### src/rtl/aidc_lite_comp_pkg.sv
`default_nettype none
// ============================================================================
// Module      : aidc_lite_comp_pkg
// Description : Shared types for the compression-engine job scheduler.
// Revision    : 1.0 - initial release
// ============================================================================
package aidc_lite_comp_pkg;

    localparam int LEN_W     = 25;
    // Descriptor tag field is sized for the widest supported TAG_W.
    localparam int TAG_MAX_W = 32;

    typedef struct packed {
        logic [31:0]          src;
        logic [31:0]          dst;
        logic [LEN_W-1:0]     len;
        logic [TAG_MAX_W-1:0] tag;
    } job_desc_t;

    typedef enum logic [1:0] {
        ST_IDLE   = 2'd0,
        ST_LAUNCH = 2'd1,
        ST_WAIT   = 2'd2
    } sched_state_t;

endpackage
`default_nettype wire

### src/rtl/aidc_lite_comp_job_fifo.sv
`default_nettype none
// ============================================================================
// Module      : aidc_lite_comp_job_fifo
// Description : DEPTH-entry job descriptor FIFO with registered flags and flush.
// Revision    : 1.0 - initial release
// ============================================================================
module aidc_lite_comp_job_fifo
    import aidc_lite_comp_pkg::*;
#(
    parameter int DEPTH = 4
) (
    input  logic                       clk,
    input  logic                       rst,
    input  logic                       push,
    input  job_desc_t                  push_desc,
    input  logic                       pop,
    input  logic                       flush,
    output job_desc_t                  head,
    output logic                       full,
    output logic                       empty,
    output logic [$clog2(DEPTH+1)-1:0] count
);

    localparam int c_PTR_W = $clog2(DEPTH);
    localparam int c_CNT_W = $clog2(DEPTH+1);
    localparam logic [c_CNT_W-1:0] c_FULL_CNT = c_CNT_W'(DEPTH);

    job_desc_t          r_mem [DEPTH];
    logic [c_PTR_W-1:0] r_wr_ptr;
    logic [c_PTR_W-1:0] r_rd_ptr;
    logic [c_CNT_W-1:0] r_count;
    logic               r_full;
    logic               r_empty;

    logic               w_do_push;
    logic               w_do_pop;
    logic [c_CNT_W-1:0] w_count_nxt;

    assign w_do_push = push && !r_full;
    assign w_do_pop  = pop && !r_empty;

    always_comb begin
        w_count_nxt = r_count;
        if (w_do_push && !w_do_pop) begin
            w_count_nxt = r_count + c_CNT_W'(1);
        end else if (!w_do_push && w_do_pop) begin
            w_count_nxt = r_count - c_CNT_W'(1);
        end
    end

    // A pop in the flush cycle still consumes the head; everything behind it goes.
    always_ff @(posedge clk) begin
        if (rst || flush) begin
            r_wr_ptr <= '0;
            r_rd_ptr <= '0;
            r_count  <= '0;
            r_full   <= 1'b0;
            r_empty  <= 1'b1;
        end else begin
            if (w_do_push) begin
                r_wr_ptr <= r_wr_ptr + c_PTR_W'(1);
            end
            if (w_do_pop) begin
                r_rd_ptr <= r_rd_ptr + c_PTR_W'(1);
            end
            r_count <= w_count_nxt;
            r_full  <= (w_count_nxt == c_FULL_CNT);
            r_empty <= (w_count_nxt == '0);
        end
    end

    always_ff @(posedge clk) begin
        if (w_do_push && !flush) begin
            r_mem[r_wr_ptr] <= push_desc;
        end
    end

    assign head  = r_mem[r_rd_ptr];
    assign full  = r_full;
    assign empty = r_empty;
    assign count = r_count;

endmodule
`default_nettype wire

### src/rtl/aidc_lite_comp_job_sched.sv
`default_nettype none
// ============================================================================
// Module      : aidc_lite_comp_job_sched
// Description : Queues compression jobs, launches them on the engine, reports completions.
// Revision    : 1.0 - initial release
// ============================================================================
module aidc_lite_comp_job_sched
    import aidc_lite_comp_pkg::*;
#(
    parameter int DEPTH = 4,
    parameter int TAG_W = 8
) (
    input  logic                       clk,
    input  logic                       rst,
    input  logic                       push_valid_i,
    output logic                       push_ready_o,
    input  logic [31:0]                push_src_i,
    input  logic [31:0]                push_dst_i,
    input  logic [LEN_W-1:0]           push_len_i,
    output logic [TAG_W-1:0]           push_tag_o,
    input  logic                       flush_i,
    output logic [31:0]                src_addr_o,
    output logic [31:0]                dst_addr_o,
    output logic [LEN_W-1:0]           len_o,
    output logic                       start_o,
    input  logic                       done_i,
    output logic                       cmpl_valid_o,
    output logic [TAG_W-1:0]           cmpl_tag_o,
    output logic                       cmpl_skip_o,
    output logic                       busy_o,
    output logic [$clog2(DEPTH+1)-1:0] pending_o,
    output logic                       spurious_done_o,
    input  logic                       clr_err_i
);

    sched_state_t     r_state;
    sched_state_t     w_state_nxt;

    logic [TAG_W-1:0] r_tag_cnt;
    logic [31:0]      r_src;
    logic [31:0]      r_dst;
    logic [LEN_W-1:0] r_len;
    logic [TAG_W-1:0] r_job_tag;
    logic             r_cmpl_valid;
    logic             r_cmpl_skip;
    logic             r_spurious;

    job_desc_t        w_push_desc;
    job_desc_t        w_head;
    logic             w_fifo_full;
    logic             w_fifo_empty;
    logic             w_accept;
    logic             w_pop;
    logic             w_head_zero;
    logic             w_unused_tag;

    // Nothing is accepted while reset is held, so every output reads 0 in reset.
    assign push_ready_o = !rst && !w_fifo_full && !flush_i;
    assign w_accept     = push_valid_i && push_ready_o;
    assign w_pop        = (r_state == ST_IDLE) && !w_fifo_empty;
    assign w_head_zero  = (w_head.len == '0);
    assign w_unused_tag = ^w_head.tag;

    always_comb begin
        w_push_desc     = '0;
        w_push_desc.src = push_src_i;
        w_push_desc.dst = push_dst_i;
        w_push_desc.len = push_len_i;
        w_push_desc.tag = TAG_MAX_W'(r_tag_cnt);
    end

    aidc_lite_comp_job_fifo #(
        .DEPTH (DEPTH)
    ) u_job_fifo (
        .clk       (clk),
        .rst       (rst),
        .push      (w_accept),
        .push_desc (w_push_desc),
        .pop       (w_pop),
        .flush     (flush_i),
        .head      (w_head),
        .full      (w_fifo_full),
        .empty     (w_fifo_empty),
        .count     (pending_o)
    );

    always_ff @(posedge clk) begin
        if (rst) begin
            r_state <= ST_IDLE;
        end else begin
            r_state <= w_state_nxt;
        end
    end

    always_comb begin
        w_state_nxt = r_state;
        unique case (r_state)
            ST_IDLE:   if (w_pop && !w_head_zero) w_state_nxt = ST_LAUNCH;
            ST_LAUNCH: w_state_nxt = ST_WAIT;
            ST_WAIT:   if (done_i) w_state_nxt = ST_IDLE;
            default:   w_state_nxt = ST_IDLE;
        endcase
    end

    always_ff @(posedge clk) begin
        if (rst) begin
            r_tag_cnt    <= '0;
            r_src        <= '0;
            r_dst        <= '0;
            r_len        <= '0;
            r_job_tag    <= '0;
            r_cmpl_valid <= 1'b0;
            r_cmpl_skip  <= 1'b0;
            r_spurious   <= 1'b0;
        end else begin
            if (w_accept) begin
                r_tag_cnt <= r_tag_cnt + TAG_W'(1);
            end
            // Job fields stay frozen until the next pop, covering the whole engine run.
            if (w_pop) begin
                r_src     <= w_head.src;
                r_dst     <= w_head.dst;
                r_len     <= w_head.len;
                r_job_tag <= w_head.tag[TAG_W-1:0];
            end
            r_cmpl_valid <= (w_pop && w_head_zero) || ((r_state == ST_WAIT) && done_i);
            r_cmpl_skip  <= w_pop && w_head_zero;
            if (done_i && (r_state != ST_WAIT)) begin
                r_spurious <= 1'b1;
            end else if (clr_err_i) begin
                r_spurious <= 1'b0;
            end
        end
    end

    assign push_tag_o      = r_tag_cnt;
    assign src_addr_o      = r_src;
    assign dst_addr_o      = r_dst;
    assign len_o           = r_len;
    assign start_o         = (r_state == ST_LAUNCH);
    assign busy_o          = (r_state != ST_IDLE);
    assign cmpl_valid_o    = r_cmpl_valid;
    assign cmpl_tag_o      = r_job_tag;
    assign cmpl_skip_o     = r_cmpl_skip;
    assign spurious_done_o = r_spurious;

endmodule
`default_nettype wire

### config.mk
export PLATFORM = sky130hd
export DESIGN_NAME = aidc_lite_comp_job_sched
export DESIGN_NICKNAME = d
export VERILOG_FILES = /design/src/rtl/aidc_lite_comp_pkg.sv /design/src/rtl/aidc_lite_comp_job_fifo.sv /design/src/rtl/aidc_lite_comp_job_sched.sv
export SDC_FILE = /design/constraint.sdc
export NUM_CORES = 1
export LEC_CHECK = 0
export CORE_ASPECT_RATIO = 1.25
export CORE_UTILIZATION = 30
export CTS_CLUSTER_DIAMETER = 100
export CTS_CLUSTER_SIZE = 20
export DETAILED_ROUTE_END_ITERATION = 10
export MAX_ROUTING_LAYER = met4
export SYNTH_ARGS = -nofsm -noshare
export SYNTH_HDL_FRONTEND = slang
export SYNTH_SLANG_ARGS = --single-unit
### constraint.sdc
create_clock -name clk -period 4.4 [get_ports clk]
set_input_delay 0.88 -clock clk [delete_from_list [all_inputs] [get_ports clk]]
set_output_delay 0.88 -clock clk [all_outputs]
set_load 0.05 [all_outputs]
==> results of run 1 <==
## routing by layer
layer  GRT usage (%)  vias up
li1                -     4385
met1            16.3     4906
met2            23.2      204
met3            1.58       35
met4            3.58        0
met5               -        -
## through the flow
| stage | std cells | power, mW | util (%) | area (µm²) | hold WS, ns |
|---|---|---|---|---|---|
| after floorplan | 1054 | 5.74 | - | 18400 | 0.469 |
| after global placement | 1991 | 6.03 | 35.2 | 21400 | 0.444 |
| after detailed placement | 1991 | 6.04 | 35.2 | 21400 | 0.446 |
| after CTS | 2044 | 8.79 | 36.6 | 22200 | 0.458 |
| after global routing | 2046 | 8.99 | 36.6 | 22200 | 0.474 |
| final | 2046 | 8.66 | 36.6 | 22200 | 0.458 |
## cell type report
cell class | count | area, µm² | area share [%]
flip-flops and latches | 509 | 14100 | 63.4
multi-input cells | 481 | 4050 | 18.2
repair buffers | 224 | 2260 | 10.2
well taps | 772 | 966 | 4.35
clock buffers | 52 | 812 | 3.66
inverters | 5 | 18.8 | 0.0845
clock inverters | 1 | 16.3 | 0.0732
diodes | 2 | 5.00 | 0.0225
## path summary, 6_finish.rpt
check	start	depth (start not counted)	slack, ns	end
min	src_addr_o[20]$_SDFFE_PP0P_	2	0.46	src_addr_o[20]$_SDFFE_PP0P_
max	flush_i	4	0.87	push_ready_o
min reg2reg	src_addr_o[20]$_SDFFE_PP0P_	2	0.46	src_addr_o[20]$_SDFFE_PP0P_
max reg2reg	flop	6	1.76	cmpl_valid_o$_SDFF_PP0_
## critical path: cells and delay by family
kind | cells | cell delay, ns
buffers and inverters | 2 | 1.26
and+or+nand+nor | 2 | 0.51
## cell families (layout without fill, tap and decap cells)
logic type      Yosys count  after routing
flops                   509            509
buf+inv                  64            282
simple gates            256            256
xor+xnor                 12             12
fa+ha+maj                 7              7
compound gates          108            108
mux                      98             98
other cells               0              2
## power by group through the flow
| stage | logic [mW] | clock network [mW] | registers [mW] |
|---|---|---|---|
| finish | 0.643 | 2.74 | 5.27 |
| global route | 0.687 | 3.02 | 5.29 |
| CTS | 0.656 | 2.86 | 5.28 |
| detailed placement | 0.655 | 0 | 5.39 |
| global placement | 0.646 | 0 | 5.38 |
| floorplan | 0.215 | 0 | 5.53 |
## cells in the mapped netlist, drive strengths merged, types with 2 or more instances
master / n / area [µm²]
buf: 13 / 85.1
a21oi: 100 / 500
inv: 5 / 18.8
mux4: 97 / 2210
xnor2: 5 / 43.8
nor3: 4 / 25.0
nand2: 202 / 758
nor4: 6 / 43.8
nor2: 22 / 82.6
dfxtp: 121 / 2420
ha: 7 / 87.6
edfxtp: 388 / 11700
and2: 4 / 25.0
clkbuf: 46 / 173
or2: 3 / 18.8
o21ai: 2 / 10.0
nand4: 3 / 18.8
nand3: 4 / 20.0
xor2: 7 / 61.3
## registers in the layout, indices dropped and copies added, names as in the netlist, named ones only
signal,count
len_o,25
dst_addr_o,32
u_job_fifo.r_wr_ptr,2
u_job_fifo.empty,1
cmpl_valid_o,1
r_state,2
src_addr_o,32
push_tag_o,8
u_job_fifo.r_mem,388
u_job_fifo.full,1
u_job_fifo.count,3
u_job_fifo.r_rd_ptr,2
cmpl_skip_o,1
cmpl_tag_o,8
spurious_done_o,1
==> flow_summary.yaml, run 1 <==
worst_hold_path:
  hold_class: "flop to flop"
setup_path:
  worst_setup_path_start_kind: "input pin"
  critical_path.endpoint_type: "primary output"
  timing.critical_path.arrival_ns: 2.65
  timing_worst_setup_path_type: "input pin to primary output"
  critical-path-top-cell-by-count: "sky130_fd_sc_hd__clkdlybuf4s50_1"
  crit_chain: "clkdlybuf4s50_1, or2_2, nor2_1, clkdlybuf4s50_1"
  cp.required_ns: 3.52
  slowest_delay_ns: 0.81
  cp_max_fo: 11
  cpMaxStageDelayCell: "sky130_fd_sc_hd__clkdlybuf4s50_1"
synthesis:
  synth_area_per_cell_um2: 17.4
  post_synth_inst_count: 1054
  post_synth_num_cell_types: 40
  post_synth_fa_ha_maj_area_fraction_pct: 0.477
  synth_flop_cell: "sky130_fd_sc_hd__edfxtp_1"
  post_synth_xor_area_fraction_pct: 0.572
  yosys-mux-area-fraction_pct: 12.1
  synth.yosys.seq_area_share_pct: 76.6
  postSynthRegisterBits: 509
  async_flop_share_pct: 0
  synth_edf_count: 388
  synth_compound_gate_area_share_pct: 3.03
  dominant_combinational_cell_family_by_area_after_synthesis: "multiplexers"
  synth_warnings: 0
  mappedNetlistNets: 1156
  synth.cell_area_um2: 18400
  simple_gate_area_share_of_the_yosys_netlist_pct: 5.75
power_and_ir_drop:
  pwr-share-clk_pct: 31.7
  seq_power_share_pct: 60.9
  switchingPower_mw: 1.93
  ir_worst_vdd_uv: 269
  power.static_leakage_nw: 6.72
  power.share.switching_pct: 22.3
  power_frac_comb_pct: 7.4
  power.internal_mw: 6.73
  cellPowerDensity_nw_per_um2: 390
route:
  route.layer.met1.wl_mm: 17.4
  drt_first_iter_violations: 610
  dr.pass1.iters: 5
  dr_total_vias: 9530
  detail-route-antenna-nets: 0
  route.met2.wl_mm: 20.9
  wl_per_cell_um: 19.8
  postRouteWirelength_mm: 40.6
  detailroute.wirelength.met3_mm: 1.55
  remaining_drc_errors: 0
  topRoutingLayerUsed: "met4"
  post_drt_via_cell_ratio: 4.66
die:
  die_h_um: 279
  starting_density_of_the_core_pct: 30.3
  area_of_the_die_um2: 62200
  row_count: 101
  ioPinCount: 209
  fp.dieW_um: 223
  core_um2: 60700
clock_tree:
  cts_hold_buf: 0
  clk_tree_root_cell: "sky130_fd_sc_hd__clkbuf_16"
  ctsHtreeMaxLevel: 1
  tritoncts_num_sinks: 509
  cts_buffer_depth: 3
  clk_latency_ns: 0.58
  clk_slew_on_worst_s_h_paths_ns: 0.08
  ctsResizeCount: 0
  post-cts-setup-buffer-count: 0
  cts_tree: "built"
  tritoncts.num_buffers: 29
grt:
  globalRoute.totalOverflow: 0
  grt_antenna_before_repair: 3
  grt_use_total_pct: 13.3
  first_global_vias: 10000
  grt_max_degree: 98
  wire_length_of_the_first_global_routing_pass_mm: 61.1
final_layout:
  design.final.nets: 1352
  final_layout_size_suffix_gt1_share_pct: 11.9
  area_growth_pct: 20.9
  layout.cells.most_common: "sky130_fd_sc_hd__edfxtp_1"
  nFillCells: 5728
  layout.cells.most_common_list: "388 x sky130_fd_sc_hd__edfxtp_1, 207 x sky130_fd_sc_hd__clkdlybuf4s50_1, 202 x sky130_fd_sc_hd__nand2_1, 119 x sky130_fd_sc_hd__dfxtp_1, 100 x sky130_fd_sc_hd__a21oi_1"
placed_design:
  gp_congestion: 0.709
  place.detailed.hpwl_mm: 23.4
  portBuffers: 208
  dp_slack_ns: 0.880
status:
  run_status: "finished clean"
sta:
  final_critical_path_setup_slack_ns: 0.874
  clock.fmax_mhz: 284
  final.setup.tns_ns: 0
  slew_at_the_pin_closest_to_its_max_slew_limit_ns: 0.919
  report.final.setup_viol: 0
  period_share_pct: 80.1
  post-route-min-period_ns: 3.53
  slew_headroom_pct: 38.8
  final_hold_viol_count: 0
  fin_skew_ns: 0.0116
  unrepaired_setup_endpoints_after_global_routing: "no"
  slew_violations: 0
job:
  maxCapViolCount: 0
(Power assumes the default switching activity.)
==> run 2, diff against run 1 <==
Clock period 4.4 ns to 3.3 ns, I/O delays scaled along.
==> run 2 against run 1 <==
Net effect:
- wire length up 2.5%
- worst hold slack worse by 0.0025 ns
- cell count up 0.68%
- setup slack worse by 0.40 ns
- sequential power up 34%
- non-clock buffer count up 12
- critical path type is now flop to primary output
- largest power group unchanged
- highest routed layer unchanged
==> flow_summary.yaml, run 2 (synthesized netlist as in run 1, its figures left out) <==
worst_hold_path:
  hold-path-endpoint: "src_addr_o[19]$_SDFFE_PP0P_"
  hold-path-cell-count: 2
  min_from: "src_addr_o[19]$_SDFFE_PP0P_"
  hold_class: "flop to flop"
final_layout:
  final_layout_size_suffix_gt1_share_pct: 13.1
  instances_no_fill: 2060
  largest_register_by_flop_count: "u_job_fifo.r_mem"
  area_growth_pct: 22.3
  flip_flop_count_of_the_largest_register_after_layout: 388
  nFillCells: 5666
  layout.cells.most_common_list: "388 x sky130_fd_sc_hd__edfxtp_1, 206 x sky130_fd_sc_hd__clkdlybuf4s50_1, 202 x sky130_fd_sc_hd__nand2_1, 119 x sky130_fd_sc_hd__dfxtp_1, 100 x sky130_fd_sc_hd__a21oi_1"
  layout.cells.most_common: "sky130_fd_sc_hd__edfxtp_1"
  design.final.nets: 1365
die:
  core_um2: 60700
  area_of_the_die_um2: 62200
  fp.dieW_um: 223
  ioPinCount: 209
  row_count: 101
  starting_density_of_the_core_pct: 30.3
  die_h_um: 279
clock_tree:
  cts_hold_buf: 0
  tritoncts.num_buffers: 30
  clk_slew_on_worst_s_h_paths_ns: 0.09
  cts_tree: "built"
  clk_latency_ns: 0.60
  cts_buffer_depth: 3
  ctsResizeCount: 0
  tritoncts_num_sinks: 509
  clk_tree_root_cell: "sky130_fd_sc_hd__clkbuf_16"
  ctsHtreeMaxLevel: 1
  post-cts-setup-buffer-count: 0
grt:
  globalRoute.totalOverflow: 0
  grt_max_degree: 66
  wire_length_of_the_first_global_routing_pass_mm: 62.9
  grt_use_total_pct: 13.7
  grt_antenna_before_repair: 1
  first_global_vias: 9976
setup_path:
  slowest_delay_ns: 0.83
  regToRegEndpoint: "r_state[0]$_SDFFE_PP0P_"
  timing.critical_path.arrival_ns: 2.17
  worst_setup_path_start_kind: "flop"
  critical_path.endpoint_type: "primary output"
  crit_chain: "nor2b_1, clkdlybuf4s50_1"
  timing.reg2reg.setup_slack_ns: 0.83
  critical_path.n_buffers_inverters: 1
  timing_worst_setup_path_type: "flop to primary output"
  cp_max_fo: 7
  cpMaxStageDelayCell: "sky130_fd_sc_hd__clkdlybuf4s50_1"
  rr_worst_depth: 5
  cp.required_ns: 2.64
  top_family_by_delay_on_critical_path: "buffers and inverters"
sta:
  clock.fmax_mhz: 354
  post-route-min-period_ns: 2.83
  slew_at_the_pin_closest_to_its_max_slew_limit_ns: 0.797
  report.final.setup_viol: 0
  slew_violations: 0
  slew_headroom_pct: 46.9
  fin_skew_ns: 0.0263
  period_share_pct: 85.7
  final_hold_viol_count: 0
  final.setup.tns_ns: 0
  unrepaired_setup_endpoints_after_global_routing: "no"
  final_critical_path_setup_slack_ns: 0.472
power_and_ir_drop:
  cellPowerDensity_nw_per_um2: 523
  power.internal_mw: 9.10
  power.share.switching_pct: 22.6
  pwr-share-clk_pct: 32.8
  switchingPower_mw: 2.66
  seq_power_share_pct: 59.8
  ir_worst_vdd_uv: 367
  power.static_leakage_nw: 6.85
  power_frac_comb_pct: 7.4
route:
  remaining_drc_errors: 0
  postRouteWirelength_mm: 41.6
  post_drt_via_cell_ratio: 4.67
  detail-route-antenna-nets: 0
  dr.pass1.iters: 6
  drt_first_iter_violations: 635
  wl_per_cell_um: 20.2
  dr_total_vias: 9614
status:
  run_status: "finished clean"
placed_design:
  portBuffers: 208
  placed_cells_incl_taps: 2003
  place.detailed.hpwl_mm: 26.5
  dp_slack_ns: 0.509
  gp_congestion: 0.746
job:
  maxCapViolCount: 0
==> run 2: changes by cell type in the layout (fill, tap and decap cells not counted), sizes merged <==
cell and delta:
buf +13, inv +2, clkbuf +1, diode -1, clkdlybuf4s50 -1
==> run 2: power by group through the flow <==
stage / registers, mW / clock network, mW / logic, mW
2_1_floorplan: 7.37 / 0 / 0.286
3_3_place_gp: 7.18 / 0 / 0.875
3_5_place_dp: 7.19 / 0 / 0.886
4_1_cts: 7.04 / 4.02 / 0.888
5_1_grt: 7.05 / 4.22 / 0.930
6_report: 7.04 / 3.85 / 0.870
==> run 2: area by class of cell <==
type                            instances  area, µm²  area share [%]
Sequential cell                       509      14100            62.7
Multi-Input combinational cell        481       4050            18.0
Timing Repair Buffer                  236       2460            11.0
Tap cell                              772        966            4.30
Clock buffer                           53        858            3.82
Clock inverter                          3       36.3           0.161
Inverter                                5       18.8          0.0835
Antenna cell                            1       2.50          0.0111
==> run 2: through the flow <==
step	area, µm²	utilization (%)	hold WS (ns)	power, mW
after global placement	21600	35.6	0.447	8.06
after detailed placement	21600	35.6	0.446	8.07
after floorplan	18400	-	0.469	7.66
after global routing	22500	37.0	0.481	12.2
after CTS	22500	37.0	0.459	12.0
final	22500	37.0	0.456	11.8
==> run 2: worst max-delay path by stage <==
stage | from | end | slack (ns) | cells past startpoint
floorplan | rst | u_job_fifo.r_mem[0][0]$_DFFE_PP_ | 0.08 | 4
global placement | flush_i | u_job_fifo.r_mem[1][18]$_DFFE_PP_ | 0.53 | 5
detailed placement | flush_i | u_job_fifo.r_mem[1][21]$_DFFE_PP_ | 0.51 | 5
CTS | r_state[0]$_SDFFE_PP0P_ | start_o | 0.43 | 2
global route | r_state[0]$_SDFFE_PP0P_ | start_o | 0.35 | 2
finish | r_state[0]$_SDFFE_PP0P_ | start_o | 0.47 | 2
==> run 2: routing by layer <==
metal / global-route usage [%] / part of all wire (%) / up-vias / wire (µm)
met5: - / 0 / - / 0
met4: 3.65 / 1.9 / 0 / 809
met3: 1.86 / 4.7 / 45 / 1950
met2: 22.6 / 50 / 239 / 20700
met1: 17.8 / 44 / 4924 / 18100
li1: - / - / 4406 / -
==> run 2: worst register-to-register path, delay by kind of cell (launching register included) <==
family,cells,cell delay (ns)
muxes,1,0.69
DFF,1,0.80
and+or+nand+nor,4,0.83
==> run 3, diff against run 2 <==
Settings changed: HOLD_SLACK_MARGIN from default to 0.1.
==> results of run 3 <==
The final DEF is identical to that of run 2; final timing and power are the same.
